`src/rtl/reset_sequencer.sv`:
```
// Ordered reset-release controller: holds every downstream domain in reset while
// rst_in is high, then releases domains one at a time (0 first), gating each
// release on the previous domain's ready handshake. Ready timeouts trigger a
// bounded number of automatic re-sequences before parking in FAIL.
module reset_sequencer #(
  parameter int unsigned N_DOM       = 4,
  parameter int unsigned POR_CYCLES  = 16,
  parameter int unsigned GAP_CYCLES  = 4,
  parameter int unsigned RDY_TIMEOUT = 256,
  parameter int unsigned MAX_RETRY   = 2,
  localparam int unsigned IDX_W = (N_DOM > 1) ? $clog2(N_DOM) : 1,
  localparam int unsigned RET_W = (MAX_RETRY > 0) ? $clog2(MAX_RETRY + 1) : 1
) (
  input  logic             clk,
  input  logic             rst_in,
  input  logic             sw_rst_req,
  input  logic [N_DOM-1:0] rdy,
  output logic [N_DOM-1:0] rst_out,
  output logic             all_ready,
  output logic             fault,
  output logic [IDX_W-1:0] fault_dom,
  output logic [RET_W-1:0] retry_cnt
);

  localparam int unsigned MAX_PG = (POR_CYCLES > GAP_CYCLES) ? POR_CYCLES : GAP_CYCLES;
  localparam int unsigned MAX_CNT = (MAX_PG > RDY_TIMEOUT) ? MAX_PG : RDY_TIMEOUT;
  localparam int unsigned CNT_W = $clog2(MAX_CNT + 1);

  localparam logic [2:0] ST_INIT     = 3'd0;
  localparam logic [2:0] ST_WAIT_RDY = 3'd1;
  localparam logic [2:0] ST_GAP      = 3'd2;
  localparam logic [2:0] ST_RUN      = 3'd3;
  localparam logic [2:0] ST_FAIL     = 3'd4;

  localparam logic [CNT_W-1:0] POR_LAST = CNT_W'(POR_CYCLES - 1);
  localparam logic [CNT_W-1:0] GAP_LAST = CNT_W'(GAP_CYCLES - 1);
  localparam logic [CNT_W-1:0] TO_LAST  = CNT_W'(RDY_TIMEOUT - 1);
  localparam logic [IDX_W-1:0] IDX_LAST = IDX_W'(N_DOM - 1);
  localparam logic [RET_W-1:0] RET_MAX  = RET_W'(MAX_RETRY);

  logic [2:0]       r_state;
  logic [CNT_W-1:0] r_cnt;
  logic [IDX_W-1:0] r_idx;
  logic [N_DOM-1:0] r_rst_out;
  logic             r_fault;
  logic [IDX_W-1:0] r_fault_dom;
  logic [RET_W-1:0] r_retry;

  logic [2:0]       w_state_nxt;
  logic [CNT_W-1:0] w_cnt_nxt;
  logic [IDX_W-1:0] w_idx_nxt;
  logic [N_DOM-1:0] w_rst_nxt;
  logic             w_fault_nxt;
  logic [IDX_W-1:0] w_fault_dom_nxt;
  logic [RET_W-1:0] w_retry_nxt;

  // Next-state logic; released domains always form a low-order prefix of zeros,
  // so releasing the next domain is a left shift of rst_out.
  always_comb begin
    w_state_nxt     = r_state;
    w_cnt_nxt       = r_cnt;
    w_idx_nxt       = r_idx;
    w_rst_nxt       = r_rst_out;
    w_fault_nxt     = r_fault;
    w_fault_dom_nxt = r_fault_dom;
    w_retry_nxt     = r_retry;
    if (sw_rst_req) begin
      w_state_nxt = ST_INIT;
      w_cnt_nxt   = '0;
      w_idx_nxt   = '0;
      w_rst_nxt   = '1;
      w_fault_nxt = 1'b0;
      w_retry_nxt = '0;
    end else begin
      case (r_state)
        ST_INIT: begin
          w_rst_nxt = '1;
          if (r_cnt == POR_LAST) begin
            w_rst_nxt   = {N_DOM{1'b1}} << 1;
            w_idx_nxt   = '0;
            w_cnt_nxt   = '0;
            w_state_nxt = ST_WAIT_RDY;
          end else begin
            w_cnt_nxt = r_cnt + 1'b1;
          end
        end
        ST_WAIT_RDY: begin
          if (rdy[r_idx]) begin
            w_cnt_nxt   = '0;
            w_state_nxt = (r_idx == IDX_LAST) ? ST_RUN : ST_GAP;
          end else if (r_cnt == TO_LAST) begin
            w_rst_nxt       = '1;
            w_fault_nxt     = 1'b1;
            w_fault_dom_nxt = r_idx;
            w_cnt_nxt       = '0;
            w_idx_nxt       = '0;
            if (r_retry < RET_MAX) begin
              w_retry_nxt = r_retry + 1'b1;
              w_state_nxt = ST_INIT;
            end else begin
              w_state_nxt = ST_FAIL;
            end
          end else begin
            w_cnt_nxt = r_cnt + 1'b1;
          end
        end
        ST_GAP: begin
          if (r_cnt == GAP_LAST) begin
            w_rst_nxt   = r_rst_out << 1;
            w_idx_nxt   = r_idx + 1'b1;
            w_cnt_nxt   = '0;
            w_state_nxt = ST_WAIT_RDY;
          end else begin
            w_cnt_nxt = r_cnt + 1'b1;
          end
        end
        ST_RUN: begin
          w_rst_nxt = '0;
        end
        ST_FAIL: begin
          w_rst_nxt = '1;
        end
        default: begin
          w_state_nxt = ST_INIT;
          w_cnt_nxt   = '0;
          w_idx_nxt   = '0;
          w_rst_nxt   = '1;
        end
      endcase
    end
  end

  // State registers; rst_in forces every domain into reset immediately.
  always_ff @(posedge clk or posedge rst_in) begin
    if (rst_in) begin
      r_state     <= ST_INIT;
      r_cnt       <= '0;
      r_idx       <= '0;
      r_rst_out   <= '1;
      r_fault     <= 1'b0;
      r_fault_dom <= '0;
      r_retry     <= '0;
    end else begin
      r_state     <= w_state_nxt;
      r_cnt       <= w_cnt_nxt;
      r_idx       <= w_idx_nxt;
      r_rst_out   <= w_rst_nxt;
      r_fault     <= w_fault_nxt;
      r_fault_dom <= w_fault_dom_nxt;
      r_retry     <= w_retry_nxt;
    end
  end

  assign rst_out   = r_rst_out;
  assign all_ready = (r_state == ST_RUN);
  assign fault     = r_fault;
  assign fault_dom = r_fault_dom;
  assign retry_cnt = r_retry;

endmodule

```
`config.mk`:
```
export PLATFORM = sky130hd
export DESIGN_NAME = reset_sequencer
export DESIGN_NICKNAME = d
export VERILOG_FILES = /design/src/rtl/reset_sequencer.sv
export SDC_FILE = /design/constraint.sdc
export NUM_CORES = 1
export LEC_CHECK = 0
export BUFFER_PORTS_ARGS = -buffer_cell sky130_fd_sc_hd__buf_2
export CORE_UTILIZATION = 60
export CTS_CLUSTER_DIAMETER = 50
export DETAILED_ROUTE_END_ITERATION = 7
export MAX_ROUTING_LAYER = met4
export PLACE_DENSITY = 0.82
export SYNTH_ARGS = -nofsm -noshare
export SYNTH_HDL_FRONTEND = slang
export SYNTH_SLANG_ARGS = --single-unit
```
`constraint.sdc`:
```
create_clock -name clk -period 3.79 [get_ports clk]
set_input_delay 0.379 -clock clk [delete_from_list [all_inputs] [get_ports clk]]
set_output_delay 0.379 -clock clk [all_outputs]
set_load 0.1 [all_outputs]
```
# [Word level (Yosys, flattened, before mapping)]
# Index checks and enable logic that the tools add are counted.
[word_totals] reg_bits=23 elab_cells=77 out_inout_bits=10 inputBits=7
[op_classes] muxes=37 bitwise=2 n_reduce_logical=11 order_cmp=2 addsub=3 eq_ne=15
[ops] cell="2-to-1 mux 9 bit" n=5
[ops] cell="one-hot mux 9 bit (4 select lines)" n=1
[ops] cell="2-to-1 mux 2 bit" n=10
[ops] cell="2-to-1 mux 3 bit" n=6
[ops] cell="2-to-1 mux 4 bit" n=4
[ops] cell="one-hot mux 4 bit (4 select lines)" n=1
[ops] cell="!= test 3 bit (second input constant)" n=4
[ops] cell="one-hot mux 3 bit (4 select lines)" n=1
[ops] cell="AND reduction 4 bit" n=3
[ops] cell="adder 9 x 1 -> 9 bit (second input constant)" n=1
[ops] cell="equality test 9 x 2 -> 1 bit (second input constant)" n=1
[ops] cell="equality test 9 x 4 -> 1 bit (second input constant)" n=1
[ops] cell="equality test 9 x 8 -> 1 bit (second input constant)" n=1
[ops] cell="one-hot mux 2 bit (4 select lines)" n=1
[ops] cell="2-to-1 mux 1 bit" n=7
[ops] cell="equality test 3 x 2 -> 1 bit (second input constant)" n=2
[ops] cell="AND reduction 3 bit" n=2
[ops] cell="nonzero test 2 bit" n=3
[ops] cell="AND reduction 5 bit" n=1
[ops] cell="adder 2 x 1 -> 2 bit (second input constant)" n=2
[ops] cell="!= test 4 bit (second input constant)" n=1
[ops] cell="equality test 3 x 1 -> 1 bit (second input constant)" n=1
[ops] cell="equality test 3 bit (second input constant)" n=1
[ops] cell="zero test 3 bit" n=1
[ops] cell="other kinds (8)" n=9

# [Depth between registers and ports, before layout]
[depth] word_depth=6 mapped_depth=11 ltp_nobuf=11

# [Least setup slack after synthesis]
# OpenSTA, ideal clock, no wires.
[synth_timing] kind="reg-to-reg" startpoint="reg r_cnt[0]" endpoint="reg r_state[0]" path_stages_with_launch=11 required_ns=3.670 path_buffers=1 slack_ns=1.308 synth_period_minus_slack_ns=2.482 arrival_ns=2.362 path_cell_list="dfrtp_1 ha_1 and3_1 and3_1 nand3_1 inv_1 ha_1 or4_4 a21boi_4 buf_6 a41o_1"
[synth_between] elab_chain_cells=3 word_cells_on_any_way=7
[synth_rtl] item="from (decl)" line="42" text="logic [CNT_W-1:0] r_cnt;"
[synth_rtl] item="from (signal assigned)" line="145" text="r_cnt <= w_cnt_nxt;"
[synth_rtl] item="equality test 9 x 8 -> 1 bit (tied with other cells)" line="91" text="end else if (r_cnt == TO_LAST) begin"
[synth_rtl] item="!= test 4 bit (no line) or != test 3 bit (tied branches)"
[synth_rtl] item="AND reduction 4 bit (no line) *"
[synth_rtl] item="to (signal assigned)" line="144" text="r_state <= w_state_nxt;"
[synth_rtl] item="to (decl)" line="41" text="logic [2:0] r_state;"
# Every way passes the cells marked *; elsewhere a longest branch is shown, timed or not.
# A chain may end at the register's enable or synchronous reset.

# [Worst setup path in the final report]
[layout_timing] startpoint="reg r_cnt[0]" endpoint="reg r_fault_dom[1] (netlist: fault_dom[1])"
[layout_between] elab_chain_cells=2
[layout_rtl] item="equality test 9 x 8 -> 1 bit" line="91"
[layout_rtl] item="AND reduction 4 bit (no line)"
[layout_rtl] item="to (signal assigned)" line="149" text="r_fault_dom <= w_fault_dom_nxt;"
[layout_rtl] item="to (decl)" line="46" text="logic [IDX_W-1:0] r_fault_dom;"
# No other way between the ends.

==> metrics.csv <==
stage,metric,value,unit
outcome,outcome,finished clean,
worst_setup_path,cp.arrival,2.95,ns
sta,relSlewSlack,45.0,%
clock_tree,cts_buffers,3,
clock_tree,cts_resized,0,
sta,rsz0062_at_grt,false,
worst_setup_path,reg2reg_depth,10,
power_and_ir_drop,peakVddDrop,0.353,mV
die,core,2190,um2
sta,worst_slew_pin_slew,0.825,ns
clock_tree,post_cts_buffers,0,
synth,async_flop_share,100,%
synth,ys_warn_count,0,
sta,drv_slew,0,
synth,yosys-top-cells-count,"19 x dfrtp_1, 13 x inv_1, 9 x nand2_1, 9 x nor2_1, 9 x o21ai_1",
finish,num-nets-final,170,
synth,syn_area,1390,um2
worst_setup_path,cp_max_fo,5,
detailed_routing,vias_per_cell,6.06,
sta,finClkSkew,0.00294,ns
worst_setup_path,path_delay_family,simple AND/OR/NAND/NOR gates,
sta,setup_tns,0,ns
synth,yosys.area.top_type,dfrtp_1,
sta,hold_viol,0,
worst_setup_path,cpMaxStageDelayCell,dfrtp_1,
placement,dp_hpwl,2010,um
detailed_routing,drt_iter0_markers,29,
synth,synth_ff_type,dfrtp_1,
hold_path,hold_path_class,in -> async,
clock_tree,cts_hold_buf,0,
detailed_routing,antenna_violating_nets_post_route,0,
clock_tree,cts_tree,yes,
detailed_routing,drc,0,
die,die_y,50.2,um
clock_tree,cts_root_buf,clkbuf_4,
power_and_ir_drop,p_clk_share,23.9,%
sta,post-route-min-period,2.74,ns
clock_tree,clock_sinks,23,
global_route,grt_pass1_vias,1032,
die,start_util,63.5,%
power_and_ir_drop,power.internal,0.000325,W
power_and_ir_drop,leakagePower,0.762,nW
power_and_ir_drop,p_per_area,317,nW/um2
worst_setup_path,critPathBufInv,1,
global_route,grt_pass1_wl,4630,um
synth,synthesis.nets,157,
global_route,antenna_found_initial,0,
worst_setup_path,worst_path_largest_cell_delay,0.44,ns
clock_tree,htree_levels,1,
global_route,grt_use_total,24.9,%
die,placementRows,17,
detailed_routing,wirelength,2690,um
die,dieArea,2520,um2
clock_tree,cts_buffer_depth,2,
run,maxCapViolCount,0,
global_route,grt_max_degree,24,
finish,drive_gt1_share,22.2,%
worst_setup_path,cp.depth,10,
sta,finalSetupViolations,0,
detailed_routing,num_vias,1127,
clock_tree,worst_skew_pair.late_latency,0.32,ns
worst_setup_path,path_cells,"ha_1, and3_1, and3_1, nand3_1, inv_1, ha_1, nor2b_1, a2bb2oi_1, nand2b_1, mux2_1",
synth,synth.top_cell.area_share,34.2,%
synth,synth_cell_type_count,47,
power_and_ir_drop,pwr-share-seq,57.3,%
finish,syn_to_final_growth,7.55,%
placement,gp_congestion,0.904,
die,ios,17,
sta,fmax,364,MHz
detailed_routing,wl_per_cell,14.5,um
synth,yosysSeqAreaShare,41.7,%
worst_setup_path,end_kind,flip-flop,
power_and_ir_drop,switching_share,31.6,%
power_and_ir_drop,switching_power,0.000150,W
placement,io_buffers,16,
detailed_routing,first_pass_iters,4,
die,die_x,50.2,um
power_and_ir_drop,pwr-share-comb,18.8,%
worst_setup_path,cp.required,4.00,ns
global_route,grt_overflow,0,
worst_setup_path,start_kind,flip-flop,
synth,synth_edf_count,0,
worst_setup_path,crit_type,reg -> reg,
sta,finalCritPeriodShare,72.4,%
synth,ys_ff_latch,23,
synth,synth.most_common_cell,dfrtp_1,
finish,num_antenna_cells,0,
clock_tree,clk_pin_slew,0.12,ns
synth,synthTopCellsByArea,"dfrtp_1 34%, dfstp_2 7.6%, ha_1 3.6%",
synth,syn_avg_cell_area,9.53,um2
sta,holdWs,0.203,ns
synth,synthesis.instances,146,
## layout by cell type (no fill, tap or decap), types with 2 or more instances in the layout
master	count
a21o_1	5
a21oi_1	8
a41o_1	3
and3_1	4
and3b_1	2
buf_2	16
clkbuf_4	3
dfrtp_1	19
dfstp_2	4
ha_1	4
inv_1	13
mux2i_1	2
nand2_1	9
nand3_1	3
nor2_1	9
nor2b_1	2
nor3_1	2
nor3_2	2
nor3b_1	3
nor3b_2	3
nor4_1	3
o21ai_0	5
o21ai_1	9
## metrics by stage
step                      utilization [%]  power [W]  area, um2  std cells  worst slack, ns
after floorplan                         -   0.000350       1390        146             1.31
after global placement               67.0   0.000363       1470        182             1.17
after detailed placement             67.0   0.000366       1470        182             1.08
after CTS                            68.3   0.000478       1500        186             1.05
after global routing                 68.3   0.000501       1500        186            0.855
final                                68.3   0.000475       1500        186             1.05
## kinds of logic after synthesis
| family | share of synthesized area (%) |
|---|---|
| compound gates | 21.9 |
| xor+xnor | 0.630 |
| fa+ha+maj | 3.60 |
| buf+inv | 6.21 |
| flops | 41.7 |
| mux | 4.68 |
| simple gates | 21.2 |
## per-layer routing
| layer | part of all wire [%] | vias to the layer above | global-route usage, % |
|---|---|---|---|
| met3 | 2.3 | 2 | 3.64 |
| met4 | 1.0 | 0 | 7.62 |
| li1 | - | 555 | - |
| met5 | 0 | - | - |
| met1 | 48 | 554 | 32.8 |
| met2 | 49 | 16 | 39.6 |
## cell type report
cell class	instances	area, um2
clock inverter	1	5.00
multi-input combinational	102	724
timing repair buffer	16	80.1
clock buffer	3	22.5
inverter	13	48.8
tap	28	35.0
sequential	23	581
fill	177	694
## flip-flops by register name, summed over array words and instances (netlist names)
| signal | flops |
|---|---|
| fault | 1 |
| fault_dom | 2 |
| r_cnt | 9 |
| r_idx | 2 |
| r_state | 3 |
| retry_cnt | 2 |
| rst_out | 4 |
## path summary, 6_finish.rpt
path / slack (ns) / start / to
min reg2reg: 0.51 / fault_dom[0]$_DFFE_PP0P_ / fault_dom[0]$_DFFE_PP0P_
max: 1.05 / r_cnt[0]$_DFFE_PP0P_ / fault_dom[1]$_DFFE_PP0P_
max reg2reg: 1.05 / r_cnt[0]$_DFFE_PP0P_ / fault_dom[1]$_DFFE_PP0P_
max in group asynchronous: 3.08 / rst_in / fault$_DFFE_PP0P_
min in group clk: 0.35 / sw_rst_req / retry_cnt[0]$_DFFE_PP0P_
min: 0.20 / rst_in / fault_dom[1]$_DFFE_PP0P_
## power groups by stage
stage | combinational [W] | clock, W | sequential (W)
floorplan | 0.0000668 | 0 | 0.000283
global placement | 0.0000878 | 0 | 0.000275
detailed placement | 0.0000896 | 0 | 0.000276
CTS | 0.0000900 | 0.000116 | 0.000272
global route | 0.0000992 | 0.000128 | 0.000274
finish | 0.0000892 | 0.000114 | 0.000272
(Power assumes the default switching activity.)
